## config.mk

```make
export PLATFORM = sky130hd
export DESIGN_NAME = uart_imem_loader
export DESIGN_NICKNAME = d
export VERILOG_FILES = /design/src/rtl/uart_imem_loader.sv
export SDC_FILE = /design/constraint.sdc
export NUM_CORES = 1
export LEC_CHECK = 0
export ABC_AREA = 1
export BUFFER_PORTS_ARGS = -buffer_cell sky130_fd_sc_hd__clkbuf_2
export CORE_AREA = 2 2 105 107
export DETAILED_ROUTE_END_ITERATION = 8
export DIE_AREA = 0 0 107 109
export GPL_TIMING_DRIVEN = 1
export PLACE_DENSITY = 0.63
export SLEW_MARGIN = 10
export SYNTH_ARGS = -nofsm -noshare
export SYNTH_HDL_FRONTEND = slang
export SYNTH_SLANG_ARGS = --single-unit
```

## constraint.sdc

```tcl
create_clock -name clk -period 2.7 [get_ports clk]
set_clock_uncertainty 0.15 [all_clocks]
set_input_delay 0.135 -clock clk [delete_from_list [all_inputs] [get_ports clk]]
set_output_delay 0.135 -clock clk [all_outputs]
set_load 0.01 [all_outputs]
```

## src/rtl/uart_imem_loader.sv

```systemverilog
// UART boot loader: receives 8N1 bytes and packs them little-endian
// into 32-bit words written to instruction memory at consecutive addresses.
module uart_imem_loader #(
    parameter int CLK_HZ = 50000000,
    parameter int BAUD   = 115200,
    parameter int ADDR_W = 8
) (
    input  logic        clk,
    input  logic        rst,
    input  logic        rx,
    input  logic        en,
    input  logic        restart,
    output logic        we,
    output logic [31:0] addr,
    output logic [31:0] wd,
    output logic        busy,
    output logic        frame_err
);

    localparam int DIV  = CLK_HZ / BAUD;
    localparam int HALF = (DIV / 2 > 0) ? DIV / 2 : 1;
    localparam int TW   = $clog2(DIV + 1);
    localparam logic [TW-1:0] T_FULL = TW'(DIV - 1);
    localparam logic [TW-1:0] T_HALF = TW'(HALF - 1);

    typedef enum logic [1:0] {
        IDLE,
        START,
        DATA,
        STOP
    } state_t;

    state_t state;
    state_t state_nx;

    logic              rx_m;
    logic              rx_s;
    logic              rx_d;
    logic [TW-1:0]     timer;
    logic [2:0]        bit_cnt;
    logic [7:0]        shift;
    logic [1:0]        byte_idx;
    logic [ADDR_W-1:0] word_idx;
    logic              we_r;

    logic fall;
    logic t_half;
    logic t_full;
    logic bit_take;
    logic stop_ok;
    logic stop_bad;

    // rx_d tracks the previous synchronized level for edge detection;
    // all three reset high so reset release never looks like a start bit
    always_ff @(posedge clk or negedge rst) begin
        if (!rst) begin
            rx_m <= 1'b1;
            rx_s <= 1'b1;
            rx_d <= 1'b1;
        end else begin
            rx_m <= rx;
            rx_s <= rx_m;
            rx_d <= rx_s;
        end
    end

    assign fall   = en & rx_d & ~rx_s;
    assign t_half = (timer == T_HALF);
    assign t_full = (timer == T_FULL);

    always_ff @(posedge clk or negedge rst) begin
        if (!rst) state <= IDLE;
        else      state <= state_nx;
    end

    always_comb begin
        state_nx = state;
        if (!en) begin
            state_nx = IDLE;
        end else begin
            unique case (state)
                IDLE:  if (fall) state_nx = START;
                START: if (t_half) state_nx = rx_s ? IDLE : DATA;
                DATA:  if (t_full && bit_cnt == 3'd7) state_nx = STOP;
                STOP:  if (t_full) state_nx = IDLE;
            endcase
        end
    end

    always_comb begin
        bit_take = 1'b0;
        stop_ok  = 1'b0;
        stop_bad = 1'b0;
        if (en) begin
            unique case (state)
                IDLE:  ;
                START: ;
                DATA:  bit_take = t_full;
                STOP: begin
                    stop_ok  = t_full & rx_s;
                    stop_bad = t_full & ~rx_s;
                end
            endcase
        end
    end

    // timer restarts on every state change so each state measures from entry
    always_ff @(posedge clk or negedge rst) begin
        if (!rst) begin
            timer   <= '0;
            bit_cnt <= '0;
            shift   <= '0;
        end else begin
            if (!en || state == IDLE || state_nx != state || t_full)
                timer <= '0;
            else
                timer <= timer + 1'b1;

            if (!en || state != DATA)
                bit_cnt <= '0;
            else if (bit_take)
                bit_cnt <= bit_cnt + 1'b1;

            if (bit_take)
                shift <= {rx_s, shift[7:1]};
        end
    end

    always_ff @(posedge clk or negedge rst) begin
        if (!rst) begin
            wd        <= '0;
            we_r      <= 1'b0;
            byte_idx  <= '0;
            word_idx  <= '0;
            frame_err <= 1'b0;
        end else begin
            we_r <= stop_ok && (byte_idx == 2'd3);

            if (stop_ok)
                wd[{byte_idx, 3'b000} +: 8] <= shift;

            if (restart || !en)
                byte_idx <= '0;
            else if (stop_ok)
                byte_idx <= byte_idx + 1'b1;

            // restart wins over the post-strobe increment
            if (restart)
                word_idx <= '0;
            else if (we)
                word_idx <= word_idx + 1'b1;

            if (restart)
                frame_err <= 1'b0;
            else if (stop_bad)
                frame_err <= 1'b1;
        end
    end

    assign we   = we_r & en;
    assign addr = 32'({word_idx, 2'b00});
    assign busy = (state != IDLE) || (byte_idx != 2'd0);

endmodule

```

==> results.md <==
- The critical path in this run is classified as flop to flop.
- STA puts the critical path data required time at 2.85 ns.
- After clock tree synthesis, the clock-pin slew on the worst setup and hold paths is 0.08 ns.
- Summing the sequential cell areas from Yosys gives 47.87% of the chip area.
- The count of TritonRoute iterations in the first routing pass is 4.
- The netlist area before placement is 0.003615 mm2.
- The share of layout cells above drive strength 1 is 27.72%.
- The final max-slew violation count is 0.
- The number of buffers inserted by hold repair at cts is 3.
- The detailed-route vias per instance is 4.376.
- The total CTS buffers is 9.
- The number of buffers inserted by post-CTS setup repair is 0.
- The area taken by multi-input logic gates is 0.001504 mm2.
- The core region is 0.01060 mm2.
- The number of inserted diodes is 0.
- The number of nets in the layout is 480.
- The data arrival time of the worst path is 2.17 ns.
- For this run, the leading register cell type out of synthesis is sky130_fd_sc_hd__dfrtp_1.
- The number of remaining DRC errors is 0.
- CTS saw 69 sinks.
- The clock passes through at most 2 buffers.
- The leakage power of the design is 2.130 nW.
- The flow ran to the end, and the final reports show no timing, DRC or antenna violations.
- Counting flops with a built-in enable in the synthesized netlist gives 0.
- Clock latency on the worst-skew pair, taken at its later pin, is 0.35 ns.
- The filler cell count in the final layout is 1089.
- The largest fanout on the critical path is 9.
- The post-synthesis async set-or-reset flop share is 100.0%.
- The number of buffers and inverters on the critical path is 3.
- At the pin with the least slew margin, the transition time is 1.046 ns.
- The congestion estimate from routability-driven global placement came to 0.7783.
- The count of nets left with antenna violations once routing finished came out at 0.
- Compared with the post-synthesis result, the final layout area differs by 14.30%.
- The fmax is 0.4946 GHz.
- Subtracting the final worst setup slack from the clock period gives 2.022 ns.
- On the worst path, the slowest cell contributes a delay of 0.45 ns.
- The placement row count is 38.
- The tree is rooted in a sky130_fd_sc_hd__clkbuf_8.
- Once the clock tree was built, the resizer swapped 0 gates to a different size.
- The number of DRC violations after detailed-routing iteration 0 is 103.
- The worst hold path belongs to the class primary input to flop.
- Summed over all layers, the routed wires come to 7.079 mm.
- The critical path's most frequent cell is sky130_fd_sc_hd__inv_1.
- The die covers 0.01166 mm2.
- The final period utilization is 74.88%.
- Entering global routing, the biggest net connects 47 pins.
- Synthesis produced 408 cells.
- STA classifies the critical path endpoint as a flop.
- The I/O pin total is 72.
- The final number of hold-violating endpoints was 0.
- The first-pass GRT wire length is 12.26 mm.
- Setup repair after global routing left no endpoint under its margin.
- The number of max-capacitance violations reported is 0.
- The number of global-route vias before repair is 2573.
- The initial cell density of the core is 34.09%.
- The global router's overall resource usage is 13.58%.
- The number of distinct library cells after synthesis is 36.
- The wire length per cell is 11.62 um.
- During synthesis, Yosys emitted a total of 0 warnings.
- The signal on the critical path passes through inv_1 -> ha_1 -> inv_1 -> nor3_1 -> nand2_1 -> nand2_2 -> o21ai_2 -> inv_2.
- The worst-case headroom to the max-slew limit is 30.26%.
- The critical path launch point type is a flop.
- The count of buffers added on input and output ports is 47.
- The total power per unit cell area is 484.2 mW/mm2.
- Final hold analysis gives a worst-case slack of 0.02552 ns.
- A synthesized cell averages 8.860 um2.
- Measured along the x axis, the die boundary spans 107 um.
- The TritonCTS clock tree is yes.
- The peak ir drop on the vdd network is 0.2522 mV.
- Across all layers, the routed design uses 2665 vias.
- The storage element area is 0.001730 mm2.
- The total half-perimeter wirelength after legalization and detailed placement is 5.258 mm.
- The total number of H-tree levels is 3.
- The die is 109 um tall.
- Summed over all layers, the global routing overflow is 0.
- The total negative slack is 0 ns.
- The initial antenna violation count is 0.
- Setup violations remaining at the end of the flow were counted as 0.
- The cell family with the largest share of critical-path delay is simple AND/OR/NAND/NOR gates.
- For this design, the slowest cell found on the critical path is sky130_fd_sc_hd__ha_1.
- The synthesized flop and latch total is 69.
[metal layers]
layer | track usage, % | wire length [um]
met5 | 0 | 0
met4 | 7.236 | 191
met3 | 2.630 | 331
met2 | 21.61 | 3315
met1 | 17.55 | 3241
[path summary, 6_finish.rpt]
kind / slack, ns / start / endpoint / cells after the start
worst max-delay path: 0.68 / byte_idx[1] / wd[17] / 8
worst min-delay path: 0.03 / en / we_r / 3
worst max register to register: 0.68 / byte_idx[1] / wd[17] / 8
worst min register to register: 0.21 / rx_m / rx_s / 0
max in group asynchronous: 1.26 / rst / wd[13] / 3
min in group asynchronous: 0.37 / rst / wd[4] / 2
[registers in the layout, indices dropped and copies added, names as in the netlist]
signal and count:
rx_d 1, bit_cnt 3, rx_m 1, timer 9, shift 8, state 2, wd 32, word_idx 8
frame_err 1, we_r 1, rx_s 1, byte_idx 2
[worst min-delay path, stage by stage]
cell                       delay, ns
sky130_fd_sc_hd__clkbuf_2       0.15
sky130_fd_sc_hd__nand2_1        0.12
sky130_fd_sc_hd__nor4b_1        0.07
[Yosys cell counts (6+ instances only)]
cell type                  n  share of area [%]
sky130_fd_sc_hd__nand2_1  91                9.4
sky130_fd_sc_hd__dfrtp_1  66                 46
sky130_fd_sc_hd__inv_1    37                3.8
sky130_fd_sc_hd__nor2_1   32                3.3
sky130_fd_sc_hd__buf_4    24                5.0
sky130_fd_sc_hd__o21ai_2  20                4.8
sky130_fd_sc_hd__o21ai_1  19                2.6
sky130_fd_sc_hd__inv_2    15                1.6
sky130_fd_sc_hd__nand3_1  13                1.8
sky130_fd_sc_hd__ha_1     11                3.8
sky130_fd_sc_hd__nand2_2  11                1.9
sky130_fd_sc_hd__a21oi_1  10                1.4
sky130_fd_sc_hd__nand4_1  10                1.7
sky130_fd_sc_hd__nor3_1    6               0.83
sky130_fd_sc_hd__o21ai_0   6               0.83
[kinds of logic after synthesis]
family | Yosys count | synth area share (%)
adders and majority gates | 11 | 3.807
AOI/OAI and AO/OA | 57 | 10.18
buffers and inverters | 88 | 12.91
xor gates and xnor gates | 7 | 1.696
and+or+nand+nor | 175 | 23.43
DFF | 69 | 47.87
other | 1 | 0.1037
[power breakdown]
group / internal, mW / total [mW] / switching, mW
logic: 0.0222 / 0.0931 / 0.0709
clock network: 0.454 / 0.853 / 0.399
registers: 1.04 / 1.05 / 0.0121
[final cells by class]
| class | count | share of cell area (%) |
|---|---|---|
| flip-flops and latches | 69 | 41.88 |
| multi-input cells | 274 | 36.40 |
| repair buffers | 54 | 7.147 |
| inverters | 56 | 5.451 |
| well taps | 140 | 4.240 |
| clock buffers | 11 | 3.422 |
| clock inverters | 5 | 1.454 |
[cell usage in the layout (no fill, tap or decap), types with 10 or more instances in the layout]
cell and count:
sky130_fd_sc_hd__clkbuf_2 46, sky130_fd_sc_hd__conb_1 24, sky130_fd_sc_hd__nand2_1 91, sky130_fd_sc_hd__clkbuf_8 10, sky130_fd_sc_hd__dfrtp_1 66, sky130_fd_sc_hd__a21oi_1 10, sky130_fd_sc_hd__nand3_1 13, sky130_fd_sc_hd__ha_1 11
sky130_fd_sc_hd__nand4_1 10, sky130_fd_sc_hd__nor2_1 32, sky130_fd_sc_hd__nand2_2 11, sky130_fd_sc_hd__inv_2 15, sky130_fd_sc_hd__o21ai_2 20, sky130_fd_sc_hd__o21ai_1 19, sky130_fd_sc_hd__inv_1 37
[through the flow]
step                util, %  area [um2]  cells  setup slack [ns]  power [mW]
floorplan                 -        3701    431            0.5772       1.149
finish                38.97        4131    609            0.6783       2.001
global placement      36.78        3900    590            0.7959       1.165
global route          38.97        4131    609            0.4595       2.086
detailed placement    36.78        3900    590            0.7119       1.167
CTS                   38.97        4131    609            0.6940       2.028
No activity file was read; power rests on OpenSTA's default activity.
